**src/rtl/fetch_pkg.sv**
```systemverilog
// Shared types and constants for the instruction fetch sequencer.
package fetch_pkg;

  typedef enum logic [1:0] {
    IDLE   = 2'd0,
    RUN    = 2'd1,
    HALTED = 2'd2
  } fetch_state_t;

  localparam int ADDR_W_DEFAULT = 5;
  localparam int DATA_W_DEFAULT = 32;

  // Opcode field position within the instruction word.
  localparam int OP_HI = 31;
  localparam int OP_LO = 27;
  localparam int OP_W  = OP_HI - OP_LO + 1;

  localparam logic [OP_W-1:0] HALT_OP_DEFAULT = 5'b11111;

endpackage

```
**src/rtl/instr_fetch_seq_sat_counter.sv**
```systemverilog
// Saturating up-counter with synchronous clear and asynchronous reset.
module sat_counter #(
  parameter int W = 16
) (
  input  logic         clk,
  input  logic         rst,
  input  logic         clr,
  input  logic         inc,
  output logic [W-1:0] cnt
);

  logic [W-1:0] cnt_q, cnt_d;

  always_comb begin
    cnt_d = cnt_q;
    if (clr)                    cnt_d = '0;
    else if (inc && cnt_q != '1) cnt_d = cnt_q + 1'b1;
  end

  always_ff @(posedge clk or posedge rst) begin
    if (rst) cnt_q <= '0;
    else     cnt_q <= cnt_d;
  end

  assign cnt = cnt_q;

endmodule

```
**src/rtl/instr_fetch_seq.sv**
```systemverilog
// Fetch sequencer: owns the PC, captures memory words into a one-entry
// output register, detects halt, accepts redirects and counts issues.
module instr_fetch_seq
  import fetch_pkg::*;
#(
  parameter int              ADDR_W  = ADDR_W_DEFAULT,
  parameter int              DATA_W  = DATA_W_DEFAULT,
  parameter logic [OP_W-1:0] HALT_OP = HALT_OP_DEFAULT,
  parameter int              CNT_W   = 16
) (
  input  logic              clk,
  input  logic              reset,
  input  logic              start,
  output logic [ADDR_W-1:0] imem_addr,
  input  logic [DATA_W-1:0] imem_data,
  output logic              instr_valid,
  output logic [DATA_W-1:0] instr,
  output logic [ADDR_W-1:0] instr_pc,
  input  logic              instr_ready,
  input  logic              redirect_valid,
  input  logic [ADDR_W-1:0] redirect_pc,
  output logic              halted,
  output logic              busy,
  output logic [CNT_W-1:0]  issue_count
);

  fetch_state_t      state_q, state_d;
  logic [ADDR_W-1:0] pc_q, pc_d;
  logic [DATA_W-1:0] instr_q, instr_d;
  logic [ADDR_W-1:0] instr_pc_q, instr_pc_d;
  logic              vld_q, vld_d;
  logic              cnt_clr;
  logic              load;
  logic              is_halt;

  assign load    = !vld_q || instr_ready;
  assign is_halt = (imem_data[OP_HI:OP_LO] == HALT_OP);

  always_comb begin
    state_d    = state_q;
    pc_d       = pc_q;
    instr_d    = instr_q;
    instr_pc_d = instr_pc_q;
    vld_d      = vld_q;
    cnt_clr    = 1'b0;
    case (state_q)
      IDLE, HALTED: begin
        if (start) begin
          state_d = RUN;
          pc_d    = '0;
          cnt_clr = 1'b1;
        end
      end
      RUN: begin
        // A redirect wins over everything, including a word being consumed.
        if (redirect_valid) begin
          vld_d = 1'b0;
          pc_d  = redirect_pc;
        end else if (load) begin
          if (is_halt) begin
            vld_d   = 1'b0;
            state_d = HALTED;
          end else begin
            instr_d    = imem_data;
            instr_pc_d = pc_q;
            vld_d      = 1'b1;
            pc_d       = pc_q + 1'b1;
          end
        end
      end
      default: state_d = IDLE;
    endcase
  end

  always_ff @(posedge clk or posedge reset) begin
    if (reset) begin
      state_q    <= IDLE;
      pc_q       <= '0;
      instr_q    <= '0;
      instr_pc_q <= '0;
      vld_q      <= 1'b0;
    end else begin
      state_q    <= state_d;
      pc_q       <= pc_d;
      instr_q    <= instr_d;
      instr_pc_q <= instr_pc_d;
      vld_q      <= vld_d;
    end
  end

  sat_counter #(.W(CNT_W)) u_issue_cnt (
    .clk (clk),
    .rst (reset),
    .clr (cnt_clr),
    .inc (vld_q && instr_ready),
    .cnt (issue_count)
  );

  assign imem_addr   = pc_q;
  assign instr_valid = vld_q;
  assign instr       = instr_q;
  assign instr_pc    = instr_pc_q;
  assign halted      = (state_q == HALTED);
  assign busy        = (state_q == RUN);

endmodule

```
**config.mk**
```make
export PLATFORM = sky130hd
export DESIGN_NAME = instr_fetch_seq
export DESIGN_NICKNAME = d
export VERILOG_FILES = /design/src/rtl/fetch_pkg.sv /design/src/rtl/instr_fetch_seq_sat_counter.sv /design/src/rtl/instr_fetch_seq.sv
export SDC_FILE = /design/constraint.sdc
export NUM_CORES = 1
export LEC_CHECK = 0
export CORE_MARGIN = 4
export CORE_UTILIZATION = 41
export DETAILED_ROUTE_END_ITERATION = 10
export DONT_BUFFER_PORTS = 1
export GPL_ROUTABILITY_DRIVEN = 1
export HOLD_SLACK_MARGIN = 0.02
export MAX_ROUTING_LAYER = met4
export PLACE_DENSITY = 0.59
export SETUP_SLACK_MARGIN = 0.3
export SYNTH_ARGS = -nofsm -noshare
export SYNTH_HDL_FRONTEND = slang
export SYNTH_SLANG_ARGS = --single-unit
export TNS_END_PERCENT = 1
```
**constraint.sdc**
```tcl
create_clock -name clk -period 2.2 [get_ports clk]
set_input_delay 0 -clock clk [delete_from_list [all_inputs] [get_ports clk]]
set_output_delay 0 -clock clk [all_outputs]
set_load 0.03 [all_outputs]
```
==> results.ini <==
[floorplanning]
die_area_um2=8460
initial_utilization=0.423
num_rows=30
coreArea_um2=6830
die_x_um=92.0
io_pins=103
die_h_um=92.0

[timing]
slew_viol_final=0
setup_tns_ps=0
tightest_slew_ps=686
finalCriticalPeriod_ps=1820
rsz0062_at_grt=no
fmax_mhz=551
slew_headroom=0.543
period_share=0.825
final_hold_viol_count=0
finalSetupViolCount=0
finClkSkew_ps=8.27

[cts]
cts_buffer_depth=2
cts_tree=done
cts_root_buf=clkbuf_8
cts_sinks=61
cts_made_buffers=9
clock_latency_ps=330
cts-htree-levels=3
clk_pin_slew_ps=70
cts_setup_buffers=0

[global_routing]
grt_pass1_vias=2224
grt_usage=0.168
grt_max_degree=38
grt-ovfl-total=0
grt_pass1_wl_um=11000
antenna_found_initial=0

[power]
power.density_nw_per_um2=1320
seq_power_share=0.529
irDropWorstVdd_uv=715
combinationalPowerShare=0.225
p_int_mw=2.84
p_leak_nw=1.58
switching_share=0.424
p_total_mw=4.92
clkPwrFrac=0.245
netSwitchingPower_mw=2.08

[setup_path]
critPathKind=reg2reg
crit_path_start_kind=register
critPathMaxFanout=37
cp.required_ps=2420
arrival_ps=2030
rr_worst_depth=4
reg2reg_to=instr[17]$_DFFE_PP0P_
crit_path_end_kind=register
reg2reg_from=state_q[0]$_DFFE_PP0P_
regToRegSetupSlack_ps=380

[detailed_routing]
dr.pass1.iters=4
vias=2142
vias_per_cell=5.34
drcViolationCount=0
dr.first_iter.drc_count=79
ant_nets=0
drt-wirelength-per-cell_um=16.8
wl_um=6720

[placement]
io_buffers=0
gp_congestion=0.785
hpwl_um=4440
placed_cell_area_um2=3070

[min_path]
worstHoldPathCells=3
whs_endpoint=imem_addr[2]$_DFFE_PP0P_
worstHoldStart=redirect_valid
hold_class=in2reg

[synthesis]
async_flop_share=1.00
synth_cell_type_count=45
synth_nets=289
syn_avg_cell_area_um2=11.8
synth-compound-area-share=0.0921
synth_edf_count=0
synthXorXnorAreaFrac=0
synthAdderAreaFrac=0.00865
synth_top_family_by_area=multiplexers
ys_seq_elements=61
yosysWarnings=0
synth_flop_cell=dfrtp_1
synth-simple-area-share=0.155
synth_seq_area_share=0.528
muxShareOfSynthArea=0.179
synth_cells=245
synth_area_um2=2890

[outcome]
status=completed

[final_layout]
area_growth_pct=28.6
seqCellArea_um2=1530
layout-drive-gt1-share=0.226
multi_input_area_um2=1260
design_area_um2=3720
nNetsFinal=344
nFillCells=603
antenna_cells=0

[run]
maxCapViolCount=0

cell usage after synthesis, drive strengths merged, types with 2 or more instances:
cell type,instances,area (µm²)
a211oi,7,52.6
a21oi,12,60.1
a31oi,2,12.5
and3,5,31.3
and4,4,35.0
buf,8,63.8
clkbuf,3,11.3
dfrtp,61,1530
ha,2,25.0
inv,8,30.0
mux2,38,428
mux2i,9,90.1
nand2,18,67.6
nand2b,8,50.1
nand3,11,55.1
nand4,3,33.8
nor2,7,42.5
nor2b,3,18.8
nor3,5,25.0
nor4,2,18.8
o21ai,4,20.0
o22ai,2,12.5
o31ai,4,30.0
or4,5,37.5
kinds of logic (layout without fill, tap and decap cells):
logic type	count (synthesis)	in the layout
multiplexers	47	47
adder cells (fa/ha/maj)	2	2
buffers and inverters	20	80
AND/OR/NAND/NOR	75	75
AO/OA/AOI/OAI	40	40
flip-flops	61	61
timing repair:
action | 4_1_cts | 5_1_grt
gates resized for setup | 1 | 1
hold buffers | 41 | 0
endpoints found under the setup margin | 1 | 8
hold endpoints to repair | 74 | 0
placed cells by master, fill, tap and decap left out, drive strengths merged, types with 8 or more instances in the layout:
master,count
dfrtp,61
dlygate4sd3,41
mux2,38
nand2,18
buf,14
a21oi,12
nand3,11
clkbuf,10
mux2i,9
nand2b,8
inv,8
per-stage QoR:
step                setup WS (ps)  hold slack, ps  instances   util
global placement              347            22.7        344  0.449
finish                        385            80.6        401  0.545
detailed placement            309            25.2        344  0.449
floorplan                     391             135        245      -
global route                  315            91.8        401  0.545
CTS                           332            66.4        401  0.544
power groups by stage:
| stage | Clock [mW] | Combinational [mW] | Sequential (mW) |
|---|---|---|---|
| floorplan | 0 | 0.751 | 2.61 |
| global placement | 0 | 1.04 | 2.62 |
| detailed placement | 0 | 1.07 | 2.63 |
| CTS | 1.24 | 1.12 | 2.61 |
| global route | 1.28 | 1.23 | 2.67 |
| finish | 1.21 | 1.11 | 2.60 |
final cells by class:
class | instances | share of cell area
Clock buffer | 10 | 0.0343
Clock inverter | 6 | 0.0299
Inverter | 9 | 0.00908
Multi-Input combinational cell | 164 | 0.338
Sequential cell | 61 | 0.411
Tap cell | 96 | 0.0323
Timing Repair Buffer | 55 | 0.145
layer usage:
layer	vias to the layer above	share of wire	routed length [µm]	global-route usage
li1	1014	-	-	-
met1	1035	0.41	2740	0.203
met2	85	0.49	3270	0.258
met3	8	0.093	627	0.0550
met4	0	0.013	89	0.0743
met5	-	0	0	-
state kept, by name (all words and copies together) (netlist names):
register         count
instr_valid          1
instr               32
instr_pc             5
u_issue_cnt.cnt     16
state_q              2
imem_addr            5
worst max-delay path, cell delays in order (launching register included):
cell and delay (ps):
dfrtp_1 400, or3b_1 530, nor2_8 170, buf_12 220, mux2_2 360
how the worst max path moves through the flow:
stage | startpoint | cells after the start | end
2_1_floorplan | instr_valid$_DFFE_PP0P_ | 5 | instr[1]$_DFFE_PP0P_
3_3_place_gp | u_issue_cnt.cnt[5]$_DFFE_PP0P_ | 4 | u_issue_cnt.cnt[13]$_DFFE_PP0P_
3_5_place_dp | u_issue_cnt.cnt[5]$_DFFE_PP0P_ | 4 | u_issue_cnt.cnt[10]$_DFFE_PP0P_
4_1_cts | u_issue_cnt.cnt[5]$_DFFE_PP0P_ | 4 | u_issue_cnt.cnt[10]$_DFFE_PP0P_
5_1_grt | state_q[0]$_DFFE_PP0P_ | 4 | instr[17]$_DFFE_PP0P_
6_report | state_q[0]$_DFFE_PP0P_ | 4 | instr[17]$_DFFE_PP0P_
Note: power is estimated with default switching activity, not from simulation.
